File: src/rtl/row_dma_writer.sv
// Writes one ROW_SIZE-bit row to RAM as NUM_BLOCKS words at base_addr + i*stride, with a ready handshake.
// Optional ROW_DMA_SKIP_ZERO_EN: all-zero blocks are skipped (no RAM access) instead of written.
module row_dma_writer #(
  parameter int unsigned ROW_SIZE   = 512,
  parameter int unsigned BLOCK_SIZE = 16,
  parameter int unsigned ADDR_W     = 16
) (
  input  logic                                         clk,
  input  logic                                         rst,
  input  logic                                         start,
  input  logic [ROW_SIZE-1:0]                          row_in,
  input  logic [ADDR_W-1:0]                            base_addr,
  input  logic [ADDR_W-1:0]                            stride,
  input  logic                                         ram_ready,
  output logic                                         ram_en,
  output logic                                         ram_write,
  output logic [ADDR_W-1:0]                            ram_addr,
  output logic [BLOCK_SIZE-1:0]                        ram_data,
  output logic                                         busy,
  output logic                                         done,
  output logic [$clog2(ROW_SIZE/BLOCK_SIZE+1)-1:0]     blocks_written
);

  localparam int unsigned NUM_BLOCKS = ROW_SIZE / BLOCK_SIZE;
  localparam int unsigned IDX_W      = (NUM_BLOCKS > 1) ? $clog2(NUM_BLOCKS) : 1;
  localparam int unsigned BW_W       = $clog2(NUM_BLOCKS + 1);

  typedef enum logic [1:0] {
    S_IDLE,
    S_WRITE,
    S_DONE
  } state_t;

  state_t              state;
  logic [IDX_W-1:0]    idx;
  logic [ROW_SIZE-1:0] row_sh;
  logic [ADDR_W-1:0]   stride_q;
  logic [ROW_SIZE-1:0] next_sh;
  logic                first_live;
  logic                next_live;
  logic                advance;

  // Latched row is consumed LSB-first; the low block of row_sh is always the word on the bus.
  assign next_sh   = row_sh >> BLOCK_SIZE;
  assign ram_data  = row_sh[BLOCK_SIZE-1:0];
  assign ram_write = ram_en;

`ifdef ROW_DMA_SKIP_ZERO_EN
  assign first_live = |row_in[BLOCK_SIZE-1:0];
  assign next_live  = |next_sh[BLOCK_SIZE-1:0];
`else
  assign first_live = 1'b1;
  assign next_live  = 1'b1;
`endif

  // A WRITE cycle with ram_en low is a skipped block and advances unconditionally.
  assign advance = !ram_en || ram_ready;

  always_ff @(posedge clk) begin
    if (rst) begin
      state          <= S_IDLE;
      idx            <= '0;
      row_sh         <= '0;
      stride_q       <= '0;
      ram_addr       <= '0;
      ram_en         <= 1'b0;
      busy           <= 1'b0;
      done           <= 1'b0;
      blocks_written <= '0;
    end else begin
      case (state)
        S_IDLE: begin
          if (start) begin
            row_sh         <= row_in;
            stride_q       <= stride;
            ram_addr       <= base_addr;
            idx            <= '0;
            blocks_written <= '0;
            ram_en         <= first_live;
            busy           <= 1'b1;
            state          <= S_WRITE;
          end
        end
        S_WRITE: begin
          if (advance) begin
            if (ram_en) begin
              blocks_written <= blocks_written + BW_W'(1);
            end
            if (idx == IDX_W'(NUM_BLOCKS - 1)) begin
              ram_en <= 1'b0;
              done   <= 1'b1;
              state  <= S_DONE;
            end else begin
              idx      <= idx + IDX_W'(1);
              ram_addr <= ram_addr + stride_q;
              row_sh   <= next_sh;
              ram_en   <= next_live;
            end
          end
        end
        S_DONE: begin
          done  <= 1'b0;
          busy  <= 1'b0;
          state <= S_IDLE;
        end
        default: begin
          state <= S_IDLE;
        end
      endcase
    end
  end

endmodule

File: config.mk
export PLATFORM = sky130hd
export DESIGN_NAME = row_dma_writer
export DESIGN_NICKNAME = d
export VERILOG_FILES = /design/src/rtl/row_dma_writer.sv
export SDC_FILE = /design/constraint.sdc
export NUM_CORES = 1
export LEC_CHECK = 0
export CORE_UTILIZATION = 45
export CTS_CLUSTER_DIAMETER = 150
export DETAILED_ROUTE_END_ITERATION = 8
export PLACE_DENSITY = 0.74
export SYNTH_ARGS = -nofsm -noshare
export SYNTH_HDL_FRONTEND = slang
export SYNTH_SLANG_ARGS = --single-unit
File: constraint.sdc
create_clock -name clk -period 3.4 [get_ports clk]
set_input_delay 0.51 -clock clk [delete_from_list [all_inputs] [get_ports clk]]
set_output_delay 0.51 -clock clk [all_outputs]
set_load 0.02 [all_outputs]
# [Word-level counts from Yosys, hierarchy flattened]
# Cells that the tools add are included.
# W data, S select, Z words.
[totals] reg_bits=560 in_bits=548 output_inout_bits=42 word_cells=61
[classes] addsub=3 eq_ne=8 muxes=28 n_reduce_logical=13
[op_table] op="$mux W512" count=3
[op_table] op="$pmux W512 S2" count=1
[op_table] op="$mux W16" count=3
[op_table] op="$pmux W16 S2" count=1
[op_table] op="$mux W6" count=3
[op_table] op="$add A16 B16 Y16" count=1
[op_table] op="$mux W5" count=3
[op_table] op="$pmux W6 S2" count=1
[op_table] op="$ne A2 B2 Y1 const B" count=5
[op_table] op="$pmux W5 S2" count=1
[op_table] op="$reduce_and A3 Y1" count=3
[op_table] op="$reduce_and A4 Y1" count=2
[op_table] op="$add A6 B1 Y6 const B" count=1
[op_table] op="$mux W2" count=3
[op_table] op="$pmux W1 S2" count=3
[op_table] op="$reduce_bool A2 Y1" count=3
[op_table] op="$add A5 B1 Y5 const B" count=1
[op_table] op="$eq A5 B5 Y1 const B" count=1
[op_table] op="$mux W1" count=5
[op_table] op="$pmux W2 S2" count=1
[op_table] op="$reduce_and A2 Y1" count=2
[op_table] op="$eq A2 B1 Y1 const B" count=1
[op_table] op="$eq A2 B2 Y1 const B" count=1
[op_table] op="$logic_not A2 Y1" count=1
[op_table] op="other kinds (2)" count=2

# [Longest topological paths before layout]
# Gate-level depths: netlist of run 1.
[depth] depth_word=4 mapped_depth=10 ltp_nobuf=8

# [Worst setup path before layout of run 1]
# Ideal clock, no wire load.
[synth_timing] path_type="register to register" from="register ram_addr[0]" to="register ram_addr[10]" setup_ns=0.130 arrival_time_ns=2.085 t_required_ns=3.270 slack_ns=1.185 stages_incl_launch_ff=9 path_buffers=0 synth_period_minus_slack_ns=2.215 path_cell_list="dfxtp_1 > ha_1 > fa_1 > a211oi_1 > o21ai_0 > a31oi_1 > o21ai_0 > xnor2_1 > o22ai_1"
[synth_between] elab_chain_cells=4
[synth_rtl] element="start, declared" line_no="17" rtl="output logic [ADDR_W-1:0] ram_addr,"
[synth_rtl] element="start signal, assigned" line_no="76" rtl="ram_addr <= base_addr;"
[synth_rtl] element="start signal, assigned" line_no="95" rtl="ram_addr <= ram_addr + stride_q;"
[synth_rtl] element="$add A16 B16 Y16" line_no="95"
[synth_rtl] element="$mux W16" line_no="89" rtl="if (idx == IDX_W'(NUM_BLOCKS - 1)) begin"
[synth_rtl] element="$mux W16" line_no="85" rtl="if (advance) begin"
[synth_rtl] element="$pmux W16 S2" line_no="71" rtl="case (state)"
# No other way between the ends. The select of a mux whose other input is x is not followed.
# A chain may end at the register's enable or synchronous reset.

# [Worst setup path after layout of run 1]
[layout_timing] from="register idx[0]" to="register row_sh[164]"
[layout_between] elab_chain_cells=3
[layout_rtl] element="start, declared" line_no="35" rtl="logic [IDX_W-1:0] idx;"
[layout_rtl] element="start signal, assigned" line_no="94" rtl="idx <= idx + IDX_W'(1);"
[layout_rtl] element="$eq A5 B5 Y1" line_no="89"
[layout_rtl] element="$ne A2 B2 Y1 (no source line)"
[layout_rtl] element="$reduce_and A4 Y1 (no source line)"
[layout_rtl] element="end signal, assigned" line_no="74" rtl="row_sh <= row_in;"
[layout_rtl] element="end signal, assigned" line_no="96" rtl="row_sh <= next_sh;"
[layout_rtl] element="end, declared" line_no="36" rtl="logic [ROW_SIZE-1:0] row_sh;"
# No other way between the ends.

==> key figures, run 1 <==
Outcome
  • Status: finished, final reports clean

Power
  • Sw frac: 27.6%
  • Clock power frac: 37.8%
  • Worst VDD drop: 419 uV
  • Combinational Power Share: 18.3%
  • Leak: 12.3 nW
  • Pwr/cell area: 545 mW/mm2
  • Sequential power share: 43.9%
  • P_sw: 0.00484 W
  • Pint: 0.0127 W

Drt
  • # DRC: 0
  • DR vias: 23.7k
  • WL/cell: 18.9 um
  • Pre-Repair DR Iteration Count: 5
  • Antenna Violating Nets Remaining: 0
  • Initial DRC Count: 2,300
  • Vias per inst: 5.59
  • Total Routed Length: 80.2 mm

Worst setup path
  • Critical-path top delay cell: buf_12
  • Critical path capture point type: register
  • Buffers & Inverters on Critical Path: 2
  • Worst flop-to-flop path endpoint: row_sh[164]
  • Flop2flop setup slack: 0.67 ns
  • Critical Path Fanout Max: 122
  • Worst path required time: 3.89 ns
  • CP Launch Point: idx[0]
  • CP Depth: 9
  • Family with the most delay on the worst path: buffers and inverters
  • Reg2reg start: idx[0]
  • CP cell instances: ha_1 > and3_1 > ha_1 > nand3b_1 > a21oi_4 > buf_12 > buf_12 > nor2_1 > a311oi_1
  • Crit path launch type: register
  • Worst EP arrival: 3.22 ns
  • Crit path capture: row_sh[164]
  • Reg2Reg Depth: 9
  • Critical Setup Path Class: reg2reg
  • Crit-path max cell delay: 0.41 ns

Placement
  • DP HPWL: 55.6 mm
  • IO Port Bufs: 589
  • GPL Wtd Cong: 0.904

Clock network
  • CTS Sinks: 560
  • Hold-fix buffers, CTS: 0
  • Post-CTS Setup Bufs: 0
  • CTS root buf: clkbuf_16
  • CTS Buf Count: 57
  • Clk buf depth: 3
  • Reg clk slew, reported paths: 0.06 ns
  • Clock Latency Late Sink: 0.62 ns
  • CTS tree: done
  • Post-CTS Resized: 0
  • Htree depth: 2

Timing
  • Sum of negative setup slack: 0 ns
  • Hold slack: 0.214 ns
  • Tcrit/Tclk final: 80.3%
  • Final Hold Viols: 0
  • Min Tclk post-route: 2.73 ns
  • Least-Margin Pin Slew: 0.980 ns
  • Slew HR: 34.7%
  • RSZ-0062 raised after global routing: no
  • Worst clock skew: 0.0246 ns
  • Final setup fails: 0
  • Fmax: 366 MHz
  • Final Max Slew Viols: 0

Synthesis
  • Synth warn: 0
  • Syn avg cell area: 7.75 um2
  • Netlist cell types: 51
  • EDFF count, synth: 0
  • Async SR Flop Fraction: 0%
  • Synth Cell Area: 0.0243 mm2
  • Synth Flop Type: dfxtp_1
  • Net Count, Synth: 3,709
  • Register area share after synthesis: 46.1%
  • Register bit total from synthesis: 560
  • Cells after Synth: 3,142

Finish
  • Nets: 4,077
  • Most frequent cells in the layout: nand2_1 (1,042), clkdlybuf4s50_1 (588), dfxtp_1 (560)
  • Synthesis-to-finish area growth: 32.3%
  • Commonest non-fill, non-tap cell in the layout: nand2_1
  • Share of post-route cells with drive strength above 1: 3.82%
  • Fillers: 4,738

Floorplan
  • Die H: 235 um
  • Die X: 235 um
  • Die area: 0.0550 mm2
  • Top Ports: 590
  • Cell Rows: 84
  • Core Area: 0.0530 mm2
  • Initial Util: 46.0%

GRT
  • Antenna violations before repair: 11
  • Global-route wire length before repair: 120 mm
  • Vias in the first global route: 21.6k
  • GR Overflow Total: 0
  • GRT Overall Usage: 27.9%
  • Largest net degree at the start of global routing: 193

Min path
  • Hold/Removal Path Class: in2reg
  • Hold depth: 2

Flow run
  • Maxcap violations: 0
power groups by stage:
stage                     Clock [W]  Combinational, W  Sequential (W)
after floorplan                   0           0.00199         0.00772
after global placement            0           0.00314         0.00781
after detailed placement          0           0.00318         0.00782
after CTS                   0.00675           0.00321         0.00768
after global routing        0.00699           0.00354         0.00777
final                       0.00663           0.00320         0.00770
area by class of cell:
| cell class | count | area [um2] | area share [%] |
|---|---|---|---|
| repair buffers | 623 | 6410 | 19.9 |
| flip-flops and latches | 560 | 11200 | 34.8 |
| inverters | 3 | 11.3 | 0.0350 |
| clock inverters | 16 | 240 | 0.746 |
| multi-input cells | 2265 | 11700 | 36.3 |
| diodes | 6 | 15.0 | 0.0466 |
| well taps | 688 | 861 | 2.67 |
| clock buffers | 90 | 1750 | 5.44 |
cells in the mapped netlist (2+ instances only):
library cell / count / area, um2
dfxtp_1: 560 / 11200
o211ai_1: 2 / 15.0
o22ai_1: 8 / 50.1
mux2i_1: 2 / 20.0
inv_1: 3 / 11.3
a22oi_1: 29 / 218
buf_6: 5 / 56.3
and4_1: 2 / 17.5
xnor2_1: 9 / 78.8
a211oi_1: 3 / 22.5
o21ai_0: 11 / 55.1
nand3_1: 5 / 25.0
a311oi_1: 498 / 4360
ha_1: 18 / 225
buf_4: 21 / 158
nand4_1: 5 / 31.3
o21ai_1: 2 / 10.0
xor2_1: 7 / 61.3
nand2_1: 1042 / 3910
a21o_1: 5 / 37.5
o21bai_1: 4 / 30.0
nand2b_1: 4 / 25.0
clkbuf_1: 157 / 589
a21oi_1: 41 / 205
nor2_1: 540 / 2030
and3_1: 2 / 12.5
nor3_1: 2 / 10.0
a31oi_1: 3 / 18.8
buf_2: 125 / 626
buf_1: 6 / 22.5
per-stage QoR:
stage	cells	util, %	setup WS [ns]	total power [W]	area (um2)
after global placement	4139	57.0	0.719	0.0109	30200
after CTS	4245	60.8	0.701	0.0176	32200
after global routing	4248	60.8	0.491	0.0183	32200
after floorplan	3142	-	1.19	0.00971	24300
final	4251	60.8	0.670	0.0175	32200
after detailed placement	4139	57.0	0.634	0.0110	30200
worst min-delay path by stage:
stage / from / to / slack (ns)
after floorplan: stride_q[0] / stride_q[0] / 0.44
after global placement: stride_q[0] / stride_q[0] / 0.45
after detailed placement: stride_q[8] / stride_q[8] / 0.46
after CTS: rst / state[0] / 0.18
after global routing: rst / state[0] / 0.20
final: rst / row_sh[244] / 0.21
worst reg2reg max path, stage by stage (launching register included):
cell	delay, ns
dfxtp_1	0.33
ha_1	0.21
and3_1	0.19
ha_1	0.24
nand3b_1	0.24
a21oi_4	0.22
buf_12	0.29
buf_12	0.43
nor2_1	0.18
a311oi_1	0.30
kinds of logic after synthesis:
kind of cell | synth area share, %
flops | 46.1
mux | 0.0822
xor+xnor | 0.576
simple gates | 25.3
compound gates | 21.0
buf+inv | 6.01
fa+ha+maj | 1.01
registers in the layout, indices dropped and copies added, names as in the netlist:
name,flops
state,2
ram_addr,16
ram_en,1
busy,1
idx,5
done,1
row_sh,512
stride_q,16
blocks_written,6
layer usage:
layer	wire length [um]	share of wire, %	GRT usage [%]
met5	84	0.10	0
met3	6290	7.8	5.27
met2	37400	47	45.2
met4	2550	3.2	10.4
met1	33800	42	36.7
Power figures use the tool's default switching activity.
==> run 2: changes to the inputs <==
==> constraint.sdc (replaced) <==
create_clock -name clk -period 2.7 [get_ports clk]
set_input_delay 0.405 -clock clk [delete_from_list [all_inputs] [get_ports clk]]
set_output_delay 0.405 -clock clk [all_outputs]
set_load 0.02 [all_outputs]
==> key figures, run 2 (same netlist as run 1, synthesis figures left out) <==
Outcome
  • Status: finished, final reports clean

Floorplan
  • Top Ports: 590
  • Die H: 235 um
  • Die area: 0.0550 mm2
  • Initial Util: 46.0%
  • Die X: 235 um
  • Cell Rows: 84
  • Core Area: 0.0530 mm2

GRT
  • Largest net degree at the start of global routing: 146
  • GR Overflow Total: 0
  • Vias in the first global route: 21.5k
  • Antenna violations before repair: 15
  • GRT Overall Usage: 27.7%
  • Global-route wire length before repair: 119 mm

Clock network
  • CTS Buf Count: 57
  • Clock Latency Late Sink: 0.61 ns
  • CTS Sinks: 560
  • Post-CTS Resized: 0
  • Post-CTS Setup Bufs: 0
  • Clk buf depth: 3
  • Hold-fix buffers, CTS: 0
  • CTS root buf: clkbuf_16
  • Htree depth: 2
  • Reg clk slew, reported paths: 0.06 ns
  • CTS tree: done

Worst setup path
  • Critical Setup Path Class: reg2reg
  • Reg2Reg Depth: 8
  • Worst path required time: 3.16 ns
  • Critical Path Fanout Max: 4
  • Worst EP arrival: 2.93 ns
  • CP cell instances: ha_1 > fa_1 > a211oi_1 > o21ai_1 > a31oi_1 > o21ai_0 > xnor2_1 > o22ai_1
  • Crit path launch type: register
  • Critical path capture point type: register
  • Critical-path top delay cell: fa_1
  • Flop2flop setup slack: 0.23 ns
  • Crit-path max cell delay: 0.43 ns

Finish
  • Final Non-Filler Cells: 4,275
  • Share of post-route cells with drive strength above 1: 4.47%
  • Max reg flops: 512
  • Largest regs: row_sh (512), ram_addr (16), stride_q (16)
  • Commonest non-fill, non-tap cell in the layout: nand2_1
  • Most frequent cells in the layout: nand2_1 (1,042), clkdlybuf4s50_1 (588), dfxtp_1 (560)
  • Largest Register: row_sh
  • Synthesis-to-finish area growth: 33.5%
  • Nets: 4,104

Timing
  • Final Hold Viols: 0
  • Worst clock skew: 0.0130 ns
  • Sum of negative setup slack: 0 ns
  • RSZ-0062 raised after global routing: no
  • Tcrit/Tclk final: 91.4%
  • Slew HR: 54.2%
  • Least-Margin Pin Slew: 0.687 ns
  • Final setup fails: 0
  • Final Max Slew Viols: 0
  • Min Tclk post-route: 2.47 ns
  • Fmax: 405 MHz

Flow run
  • Maxcap violations: 0

Placement
  • GPL Wtd Cong: 0.920
  • Inst Count DP: 4,166
  • DP HPWL: 57.3 mm
  • IO Port Bufs: 589

Power
  • Final Power: 0.0220 W
  • Pwr/cell area: 675 mW/mm2
  • Leak: 12.4 nW
  • Worst VDD drop: 474 uV

Drt
  • Antenna Violating Nets Remaining: 0
  • Initial DRC Count: 2,195
  • Total Routed Length: 80.1 mm
  • # DRC: 0
  • Vias per inst: 5.59
  • WL/cell: 18.7 um
  • DR vias: 23.9k
  • Pre-Repair DR Iteration Count: 6

Min path
  • Hold depth: 2
  • Hold/Removal Path Class: in2reg
[run 2: power by group]
part / leakage (nW) / internal (W) / switching, W
clock network: 0.945 / 0.00479 / 0.00330
registers: 4.64 / 0.00918 / 0.000522
logic: 6.85 / 0.00190 / 0.00226
total: 12.4 / 0.0159 / 0.00608
[run 2: final cells by class]
cell class                      instances  area [um2]
Fill cell                            4722       20500
Clock buffer                           87        1740
Timing Repair Buffer                  650        6780
Sequential cell                       560       11200
Clock inverter                         13         175
Inverter                                3        11.3
Tap cell                              688         861
Multi-Input combinational cell       2265       11700
Antenna cell                            9        22.5
[run 2: path summary, 6_finish.rpt]
path / from / end
worst max-delay path: ram_addr[0] / ram_addr[10]
worst min-delay path: rst / stride_q[4]
worst max register to register: ram_addr[0] / ram_addr[10]
worst min register to register: stride_q[0] / stride_q[0]
[run 2: critical path: cells and delay by family, from the launching register on]
family / cells / cell delay (ns)
compound gates: 5 / 1.11
fa+ha+maj: 2 / 0.68
flops: 1 / 0.33
xor+xnor: 1 / 0.20
[run 2: routing by layer]
layer	GRT usage (%)	vias to the layer above	part of all wire, %
met3	5.04	148	8.0
met4	11.5	10	3.4
li1	-	11800	-
met1	36.5	11100	42
met5	0	-	0.090
met2	44.7	860	47
[run 2: through the flow]
step | setup slack, ns | utilization (%) | area [um2] | hold slack, ns
6_report | 0.233 | 61.4 | 32500 | 0.232
5_1_grt | 0.0513 | 61.4 | 32500 | 0.263
4_1_cts | 0.168 | 61.3 | 32500 | 0.223
3_5_place_dp | -0.00411 | 57.7 | 30600 | 0.458
3_3_place_gp | 0.111 | 57.7 | 30600 | 0.450
2_1_floorplan | 0.485 | - | 24300 | 0.440
